$ cat src/rtl/mips_pkg.sv
// Shared constants and FSM state type for the MIPS memory/writeback stages.
package mips_pkg;

    localparam int DATA_W = 32;
    localparam int REG_W  = 5;

    typedef enum logic {
        IDLE = 1'b0,
        WAIT = 1'b1
    } mem_state_t;

endpackage

$ cat src/rtl/mem_wb_reg.sv
// M/W pipeline register: loads the writeback bundle on a completion cycle,
// otherwise inserts a bubble (write-enable and load flag low, data held).
module mem_wb_reg #(
    parameter int DATA_W = mips_pkg::DATA_W,
    parameter int REG_W  = mips_pkg::REG_W
) (
    input  logic              clk,
    input  logic              rst_n,
    input  logic              advance,
    input  logic              load_en,
    input  logic [DATA_W-1:0] alu_out,
    input  logic [DATA_W-1:0] read_data,
    input  logic [REG_W-1:0]  write_reg,
    input  logic              reg_write,
    input  logic              mem_to_reg,
    output logic [DATA_W-1:0] alu_out_w,
    output logic [DATA_W-1:0] read_data_w,
    output logic [REG_W-1:0]  write_reg_w,
    output logic              reg_write_w,
    output logic              mem_to_reg_w
);

    // NOTE: sequential state uses non-blocking assignments only.
    always_ff @(posedge clk or negedge rst_n) begin
        if (!rst_n) begin
            alu_out_w    <= '0;
            read_data_w  <= '0;
            write_reg_w  <= '0;
            reg_write_w  <= 1'b0;
            mem_to_reg_w <= 1'b0;
        end else if (advance) begin
            alu_out_w    <= alu_out;
            write_reg_w  <= write_reg;
            reg_write_w  <= reg_write;
            mem_to_reg_w <= mem_to_reg;
            if (load_en) begin
                read_data_w <= read_data;
            end
        end else begin
            reg_write_w  <= 1'b0;
            mem_to_reg_w <= 1'b0;
        end
    end

endmodule

$ cat src/rtl/mem_stage.sv
// MIPS memory stage: req/ack data-memory handshake, StallM generation and W register.
// Optional misaligned-access trap enabled by defining MEM_MISALIGN_TRAP_EN.
module mem_stage #(
    parameter int DATA_W = mips_pkg::DATA_W,
    parameter int REG_W  = mips_pkg::REG_W
) (
    input  logic              clk,
    input  logic              rst_n,
    input  logic              ValidM,
    input  logic [DATA_W-1:0] ALUOutM,
    input  logic [DATA_W-1:0] WriteDataM,
    input  logic [REG_W-1:0]  WriteRegM,
    input  logic              RegWriteM,
    input  logic              MemtoRegM,
    input  logic              MemWriteM,
    output logic              DmemReq,
    output logic              DmemWe,
    output logic [DATA_W-1:0] DmemAddr,
    output logic [DATA_W-1:0] DmemWData,
    input  logic              DmemAck,
    input  logic [DATA_W-1:0] DmemRData,
    output logic              StallM,
    output logic [DATA_W-1:0] ALUOutW,
    output logic [DATA_W-1:0] ReadDataW,
    output logic [REG_W-1:0]  WriteRegW,
    output logic              RegWriteW,
    output logic              MemtoRegW,
`ifdef MEM_MISALIGN_TRAP_EN
    output logic              MisalignW,
`endif
    output logic [DATA_W-1:0] ResultW
);
    import mips_pkg::*;

    mem_state_t        state, state_next;

    logic [DATA_W-1:0] held_addr, held_wdata;
    logic [REG_W-1:0]  held_wreg;
    logic              held_we, held_rw, held_load;

    logic              mem_op_raw, misalign, mem_op, req;
    logic              advance, load_en;
    logic [DATA_W-1:0] wb_alu;
    logic [REG_W-1:0]  wb_wreg;
    logic              wb_rw, wb_mtr;

    // A slot with both load and store flags set behaves as a store.
    assign mem_op_raw = ValidM & (MemtoRegM | MemWriteM);

`ifdef MEM_MISALIGN_TRAP_EN
    assign misalign = mem_op_raw & (ALUOutM[1:0] != 2'b00);
`else
    assign misalign = 1'b0;
`endif

    assign mem_op = mem_op_raw & ~misalign;

    // NOTE: every combinational output gets a default first, so no path infers a latch.
    always_comb begin
        state_next = state;
        req        = 1'b0;
        DmemWe     = 1'b0;
        DmemAddr   = ALUOutM;
        DmemWData  = WriteDataM;
        StallM     = 1'b0;
        advance    = 1'b0;
        load_en    = 1'b0;
        wb_alu     = ALUOutM;
        wb_wreg    = WriteRegM;
        wb_rw      = ValidM & RegWriteM & ~MemWriteM;
        wb_mtr     = ValidM & MemtoRegM & ~MemWriteM;

        case (state)
            IDLE: begin
                DmemWe  = mem_op & MemWriteM;
                load_en = mem_op & MemtoRegM & ~MemWriteM;
                if (mem_op) begin
                    req = 1'b1;
                    if (DmemAck) begin
                        advance = 1'b1;
                    end else begin
                        StallM     = 1'b1;
                        state_next = WAIT;
                    end
                end else begin
                    advance = ~misalign;
                end
            end
            WAIT: begin
                // Request is replayed from the holding registers; M inputs are ignored.
                req       = 1'b1;
                DmemWe    = held_we;
                DmemAddr  = held_addr;
                DmemWData = held_wdata;
                wb_alu    = held_addr;
                wb_wreg   = held_wreg;
                wb_rw     = held_rw;
                wb_mtr    = held_load;
                load_en   = held_load;
                StallM    = ~DmemAck;
                if (DmemAck) begin
                    advance    = 1'b1;
                    state_next = IDLE;
                end
            end
            default: state_next = IDLE;
        endcase
    end

    // NOTE: the request is gated by rst_n so it drops the instant reset asserts.
    assign DmemReq = req & rst_n;

    always_ff @(posedge clk or negedge rst_n) begin
        if (!rst_n) begin
            state <= IDLE;
        end else begin
            state <= state_next;
        end
    end

    always_ff @(posedge clk or negedge rst_n) begin
        if (!rst_n) begin
            held_addr  <= '0;
            held_wdata <= '0;
            held_wreg  <= '0;
            held_we    <= 1'b0;
            held_rw    <= 1'b0;
            held_load  <= 1'b0;
        end else if (state == IDLE && mem_op) begin
            held_addr  <= ALUOutM;
            held_wdata <= WriteDataM;
            held_wreg  <= WriteRegM;
            held_we    <= MemWriteM;
            held_rw    <= RegWriteM & ~MemWriteM;
            held_load  <= MemtoRegM & ~MemWriteM;
        end
    end

`ifdef MEM_MISALIGN_TRAP_EN
    always_ff @(posedge clk or negedge rst_n) begin
        if (!rst_n) begin
            MisalignW <= 1'b0;
        end else begin
            MisalignW <= (state == IDLE) & misalign;
        end
    end
`endif

    mem_wb_reg #(
        .DATA_W (DATA_W),
        .REG_W  (REG_W)
    ) u_mem_wb_reg (
        .clk          (clk),
        .rst_n        (rst_n),
        .advance      (advance),
        .load_en      (load_en),
        .alu_out      (wb_alu),
        .read_data    (DmemRData),
        .write_reg    (wb_wreg),
        .reg_write    (wb_rw),
        .mem_to_reg   (wb_mtr),
        .alu_out_w    (ALUOutW),
        .read_data_w  (ReadDataW),
        .write_reg_w  (WriteRegW),
        .reg_write_w  (RegWriteW),
        .mem_to_reg_w (MemtoRegW)
    );

    assign ResultW = MemtoRegW ? ReadDataW : ALUOutW;

endmodule

$ cat config.mk
export PLATFORM = sky130hd
export DESIGN_NAME = mem_stage
export DESIGN_NICKNAME = d
export VERILOG_FILES = /design/src/rtl/mips_pkg.sv /design/src/rtl/mem_wb_reg.sv /design/src/rtl/mem_stage.sv
export SDC_FILE = /design/constraint.sdc
export NUM_CORES = 1
export LEC_CHECK = 0
export ABC_AREA = 1
export CAP_MARGIN = 20
export CORE_ASPECT_RATIO = 0.5
export CORE_UTILIZATION = 43
export CTS_CLUSTER_DIAMETER = 80
export CTS_CLUSTER_SIZE = 28
export DETAILED_ROUTE_END_ITERATION = 8
export GPL_ROUTABILITY_DRIVEN = 0
export HOLD_SLACK_MARGIN = 0.08
export PLACE_DENSITY = 0.8
export SYNTH_ARGS = -nofsm -noshare
export SYNTH_HDL_FRONTEND = slang
export SYNTH_SLANG_ARGS = --single-unit
$ cat constraint.sdc
create_clock -name clk -period 1.8 [get_ports clk]
set_clock_uncertainty 0.1 [all_clocks]
set_input_delay 0.36 -clock clk [delete_from_list [all_inputs] [get_ports clk]]
set_output_delay 0.36 -clock clk [all_outputs]
set_load 0.01 [all_outputs]
==> results of run 1 <==
## sequential cells by signal, summed over array words and instances (netlist names), 5 cells and up
register and count:
u_mem_wb_reg.alu_out_w 32, u_mem_wb_reg.write_reg_w 5, held_wreg 5, held_wdata 32, u_mem_wb_reg.read_data_w 32, held_addr 32
## cells by family after synthesis
logic type,count (synthesis),share of synthesized area [%]
compound gates,208,15.85
buf+inv,164,10.99
flops,144,53.82
simple gates,322,19.34
## what timing repair did
item,CTS,global route
setup buffers,23,9
endpoints found under the setup margin,185,178
gates cloned,5,10
gates resized for setup,616,159
pin swaps,19,21
hold endpoints to repair,144,0
hold buffers,1,0
## stage by stage
stage | hold WS [ns] | total power [mW]
after CTS | 0.3726 | 11.55
after floorplan | -0.03559 | 5.603
after detailed placement | 0.3617 | 7.919
after global routing | 0.3889 | 12.55
final | 0.3868 | 12.05
after global placement | 0.3537 | 7.800
## final timing paths
check                           cells past startpoint                                       end
worst max-delay path                                3                              DmemAddr[31]
worst min-delay path                                2   u_mem_wb_reg.write_reg_w[0]$_DFFE_PN0P_
worst max register to register                      8  u_mem_wb_reg.read_data_w[15]$_DFFE_PN0P_
worst min register to register                      2   u_mem_wb_reg.write_reg_w[0]$_DFFE_PN0P_
max in group asynchronous                           3       u_mem_wb_reg.mem_to_reg_w$_DFF_PN0_
min in group asynchronous                           3                  held_wreg[3]$_DFFE_PN0P_
## routing by layer
| layer | part of all wire (%) | GRT usage (%) | vias up |
|---|---|---|---|
| li1 | - | - | 3471 |
| met1 | 36 | 37.25 | 3754 |
| met2 | 49 | 53.13 | 510 |
| met3 | 8.6 | 5.626 | 153 |
| met4 | 6.4 | 16.24 | 0 |
| met5 | 0 | 0 | - |
## power breakdown
part           internal, mW  switching [mW]
Sequential             3.85           0.503
Clock                  2.25            1.52
Combinational          1.90            2.04
Total                  8.00            4.06
## placed cells by master, fill, tap and decap left out, types with 30 or more instances in the layout
cell type,instances
buf_2,82
buf_4,117
buf_6,34
clkdlybuf4s50_1,113
dfrtp_1,142
dlygate4sd2_1,39
inv_1,108
nand2_1,252
nand3_1,30
o21ai_1,117
o21ai_2,59
## tightest hold or removal path, cell delays in order (launching register included)
cell	delay (ns)
dfrtp_1	0.34
nand2_1	0.06
nand2_1	0.05
## layout make-up
type                    count  area [um^2]
repair buffers            445         4192
flip-flops and latches    144         3608
multi-input cells         530         2902
fillers                   831         2823
clock buffers              19        442.9
inverters                 111        426.7
well taps                 198        247.7
clock inverters            13        175.2
==> results.sh, run 1 <==
export IMPL_status="finished, violations left"
export IMPL_violations="negative setup slack"
export IMPL_grt_first_pass_wirelength_mm=38.98
export IMPL_clk_latency_ns=0.42
export IMPL_path_buf_inv=2
export IMPL_nets=1357
export IMPL_startpoint="state$_DFF_PN0_"
export IMPL_hp_class="reg -> reg"
export IMPL_fin_area_um2=11990
export IMPL_area_growth_synth_to_final_pct=79.14
export IMPL_yosys_warnings=0
export IMPL_dieWidth_um=178.5
export IMPL_r2r_setup_slack_ns=0.01
export IMPL_clockBufferDepth=2
export IMPL_worstPathMaxFanout=10
export IMPL_start_kind="flip-flop"
export IMPL_ios=278
export IMPL_grt_pass1_vias=7544
export IMPL_dpl_cell_count=1383
export IMPL_fmax_ghz=0.4766
export IMPL_initial_utilization_pct=45.19
export IMPL_finalSetupViolCount=100
export IMPL_synthCells=838
export IMPL_drc=0
export IMPL_grt_setup_unrepaired="true"
export IMPL_synth_top_area_share_pct=53.82
export IMPL_slowest_stage="dfrtp_4"
export IMPL_overflow=0
export IMPL_synth_most_common_cell="nand2_1"
export IMPL_grt_total_usage_pct=31.05
export IMPL_arrival_ns=1.64
export IMPL_syn_area_um2=6695
export IMPL_power_density_nw_per_um2=1005
export IMPL_cp_slowest_stage_delay_ns=0.56
export IMPL_r2r_start="state$_DFF_PN0_"
export IMPL_yosys_area_top_type="dfrtp_1"
export IMPL_wl_mm=28.08
export IMPL_drive_gt1_share_pct=33.12
export IMPL_antenna_cells=0
export IMPL_ys_types=20
export IMPL_finalSetupTns_ns=-21.06
export IMPL_irDropWorstVdd_mv=0.7740
export IMPL_die_area_um2=16100
export IMPL_avgSynthCellArea_um2=7.989
export IMPL_ant_nets=0
export IMPL_async_flop_share_pct=100.0
export IMPL_placed_cell_area_um2=10490
export IMPL_drt_initial_drc_count=749
export IMPL_ys_flop_type="dfrtp_1"
export IMPL_via_count=7888
export IMPL_p_leak_nw=6.378
export IMPL_numPortBuffers=277
export IMPL_htree_num_levels=4
export IMPL_yosysSeqAreaShare_pct=53.82
export IMPL_stdcell_count=1460
export IMPL_syn_num_nets=946
export IMPL_hold_viol=0
export IMPL_grt_max_degree=145
export IMPL_worst_slack_ns=-0.2983
export IMPL_place_ws_ns=-0.6215
export IMPL_crit_chain="clkbuf_16 -> o21ai_2 -> clkdlybuf4s15_2"
export IMPL_min_period_ns=2.098
export IMPL_cts_root_buf="clkbuf_16"
export IMPL_min_from="u_mem_wb_reg.write_reg_w[0]$_DFFE_PN0P_"
export IMPL_criticalPathCategory="reg -> out"
export IMPL_utilization_pct=80.95
export IMPL_antenna_found_initial=0
export IMPL_synth_edff_count=0
export IMPL_synth_commonest_cells="nand2_1 (281), dfrtp_1 (144), inv_1 (108)"
export IMPL_dr_pass1_iters=5
export IMPL_cts_buffers=17
export IMPL_end_kind="primary output"
export IMPL_cts_tree="built"
export IMPL_die_y_um=90.24
export IMPL_crit_required_ns=1.34
export IMPL_crit_family="flip-flops"
export IMPL_via_per_inst=5.403
export IMPL_drv_slew=0
export IMPL_period_share_pct=116.6
export IMPL_fp_row_count=31
export IMPL_synth_seq_cells=144
export IMPL_clkSlewWorstSetupHoldPaths_ns=0.07
export IMPL_worstMarginPinSlew_ns=0.8634
export IMPL_core_area_um2=14820
export IMPL_synth_area_leaders="dfrtp_1 (54%), nand2_1 (16%), o21ai_0 (7.8%), o21ai_1 (7.2%), inv_1 (6.1%)"
export IMPL_hpwlAfterDp_mm=15.88
export IMPL_avgRoutedWirePerCell_um=19.23
export IMPL_maxCapViolCount=0
export IMPL_relSlewSlack_pct=42.44
export IMPL_clock_sinks=144
Note: power is estimated with default switching activity, not from simulation.
==> run 2, diff against run 1 <==
--- a/config.mk
+++ b/config.mk
@@ -8,6 +8,7 @@
 export ABC_AREA = 1
 export CAP_MARGIN = 20
 export CORE_ASPECT_RATIO = 0.5
+export CORE_MARGIN = 4
 export CORE_UTILIZATION = 43
 export CTS_CLUSTER_DIAMETER = 80
 export CTS_CLUSTER_SIZE = 28
@@ -15,6 +16,7 @@
 export GPL_ROUTABILITY_DRIVEN = 0
 export HOLD_SLACK_MARGIN = 0.08
 export PLACE_DENSITY = 0.8
+export REMOVE_ABC_BUFFERS = 1
 export SYNTH_ARGS = -nofsm -noshare
 export SYNTH_HDL_FRONTEND = slang
 export SYNTH_SLANG_ARGS = --single-unit
==> constraint.sdc (replaced) <==
create_clock -name clk -period 2.4 [get_ports clk]
set_clock_uncertainty 0.1 [all_clocks]
set_input_delay 0.48 -clock clk [delete_from_list [all_inputs] [get_ports clk]]
set_output_delay 0.48 -clock clk [all_outputs]
set_load 0.01 [all_outputs]
==> results.sh, run 2 (synthesis gave the netlist of run 1 again) <==
export IMPL_status="finished clean"
export IMPL_clkSlewWorstSetupHoldPaths_ns=0.06
export IMPL_p_sw_mw=2.455
export IMPL_hp_class="in -> async"
export IMPL_multiInputGateArea_um2=2359
export IMPL_nFillCells=1177
export IMPL_drv_slew=0
export IMPL_min_period_ns=2.351
export IMPL_fp_row_count=31
export IMPL_nets=1220
export IMPL_via_per_inst=4.813
export IMPL_worst_slack_ns=0.04878
export IMPL_maxCapViolCount=0
export IMPL_fmax_ghz=0.4253
export IMPL_hpwlAfterDp_mm=14.65
export IMPL_grtUsageMet3_pct=3.813
export IMPL_worstMarginPinSlew_ns=0.7920
export IMPL_irDropWorstVdd_mv=0.5566
export IMPL_grt_max_degree=145
export IMPL_grt_total_usage_pct=22.95
export IMPL_grt_pass1_vias=6366
export IMPL_seq_area_um2=3608
export IMPL_period_share_pct=97.97
export IMPL_combPwrFrac_pct=28.7
export IMPL_die_area_um2=17750
export IMPL_numPortBuffers=277
export IMPL_start_kind="flip-flop"
export IMPL_final_common_cell="nand2_1"
export IMPL_clk_latency_ns=0.40
export IMPL_hold_ws_ns=0.07659
export IMPL_grt_use_met1_pct=27.78
export IMPL_drive_gt1_share_pct=7.035
export IMPL_overflow=0
export IMPL_die_y_um=96.24
export IMPL_r2r_setup_slack_ns=0.38
export IMPL_power_density_nw_per_um2=805.1
export IMPL_htree_num_levels=4
export IMPL_relSlewSlack_pct=47.20
export IMPL_cts_buffers=17
export IMPL_wl_mm=20.28
export IMPL_dpl_cell_count=1289
export IMPL_total_power_mw=8.314
export IMPL_clockBufferDepth=2
export IMPL_p_leak_nw=5.250
export IMPL_use_met2_pct=41.12
export IMPL_drc=0
export IMPL_cts_root_buf="clkbuf_16"
export IMPL_crit_required_ns=1.82
export IMPL_layout_common_cells="nand2_1 (281), clkdlybuf4s50_1 (183), dfrtp_1 (142)"
export IMPL_fin_area_um2=10330
export IMPL_intPower_mw=5.858
export IMPL_stdcell_count=1321
export IMPL_avgRoutedWirePerCell_um=15.35
export IMPL_clock_sinks=144
export IMPL_placed_cell_area_um2=9736
export IMPL_drt_initial_drc_count=444
export IMPL_area_growth_synth_to_final_pct=54.23
export IMPL_ant_nets=0
export IMPL_arrival_ns=1.77
export IMPL_end_kind="primary output"
export IMPL_criticalPathCategory="reg -> out"
export IMPL_core_area_um2=14860
export IMPL_initial_utilization_pct=45.07
export IMPL_dr_pass1_iters=5
export IMPL_grt_setup_unrepaired="false"
export IMPL_dieWidth_um=184.5
export IMPL_place_ws_ns=-0.1149
export IMPL_via_count=6358
export IMPL_ios=278
export IMPL_antenna_cells=0
export IMPL_finalSetupViolCount=0
export IMPL_busiest_layer="met2"
export IMPL_cts_tree="built"
export IMPL_antenna_found_initial=0
export IMPL_p_clk_share_pct=32.9
export IMPL_grt_first_pass_wirelength_mm=32.33
export IMPL_worstPathMaxFanout=30
export IMPL_pwr_share_seq_pct=38.4
export IMPL_switching_share_pct=29.53
export IMPL_hold_viol=0
## run 2: cell types whose count changed in the layout (fill, tap and decap cells not counted), moves of 16 or more
| cell | change |
|---|---|
| buf_2 | -82 |
| buf_4 | -95 |
| buf_6 | -33 |
| clkdlybuf4s50_1 | +70 |
| dlygate4sd2_1 | +29 |
| nand2_1 | +29 |
| nand2_2 | -16 |
| o21ai_0 | +79 |
| o21ai_2 | -59 |
## run 2: final timing paths
check                                                         from                                  endpoint  cells after the start
max                            u_mem_wb_reg.mem_to_reg_w$_DFF_PN0_                               ResultW[20]                      3
max in group asynchronous                                    rst_n       u_mem_wb_reg.mem_to_reg_w$_DFF_PN0_                      2
min in group clk           u_mem_wb_reg.write_reg_w[1]$_DFFE_PN0P_   u_mem_wb_reg.write_reg_w[1]$_DFFE_PN0P_                      2
min reg2reg                u_mem_wb_reg.write_reg_w[1]$_DFFE_PN0P_   u_mem_wb_reg.write_reg_w[1]$_DFFE_PN0P_                      2
max reg2reg                                        state$_DFF_PN0_  u_mem_wb_reg.read_data_w[23]$_DFFE_PN0P_                     10
min                                                          rst_n                held_wdata[10]$_DFFE_PN0P_                      2
## run 2: timing repair
action | 4_1_cts | 5_1_grt
setup buffers | 2 | 0
hold buffers | 0 | 0
endpoints found under the setup margin | 94 | 27
cloned | 0 | 0
gates resized for setup | 85 | 30
## run 2: metal layers
layer | up-vias | share of wire [%]
met4 | 0 | 3.4
met2 | 149 | 52
li1 | 3190 | -
met3 | 46 | 3.8
met1 | 2973 | 40
met5 | - | 0
## run 2: worst max-delay path: stages, from the launching register on
cell and delay, ns:
dfrtp_2 0.45, buf_12 0.18, o21ai_0 0.17, clkdlybuf4s50_1 0.57
## run 2: power groups by stage
stage	sequential (mW)	combinational, mW	clock, mW
after global routing	3.25	2.62	2.90
after CTS	3.19	2.44	2.79
final	3.19	2.39	2.74
after detailed placement	3.22	2.51	0
after floorplan	3.33	0.806	0
after global placement	3.20	2.46	0
## run 2: cell type report
| class | count | area share [%] |
|---|---|---|
| repair buffers | 308 | 29.84 |
| well taps | 198 | 2.399 |
| flip-flops and latches | 144 | 34.94 |
| clock inverters | 11 | 1.599 |
| multi-input cells | 530 | 22.84 |
| clock buffers | 19 | 4.289 |
| inverters | 111 | 4.083 |
## run 2: through the flow
stage / setup TNS [ns] / utilization, %
2_1_floorplan: -220.37 / -
3_3_place_gp: -0.3524 / 65.54
6_report: 0 / 69.51
4_1_cts: 0 / 69.16
5_1_grt: 0 / 69.51
3_5_place_dp: -0.4122 / 65.54
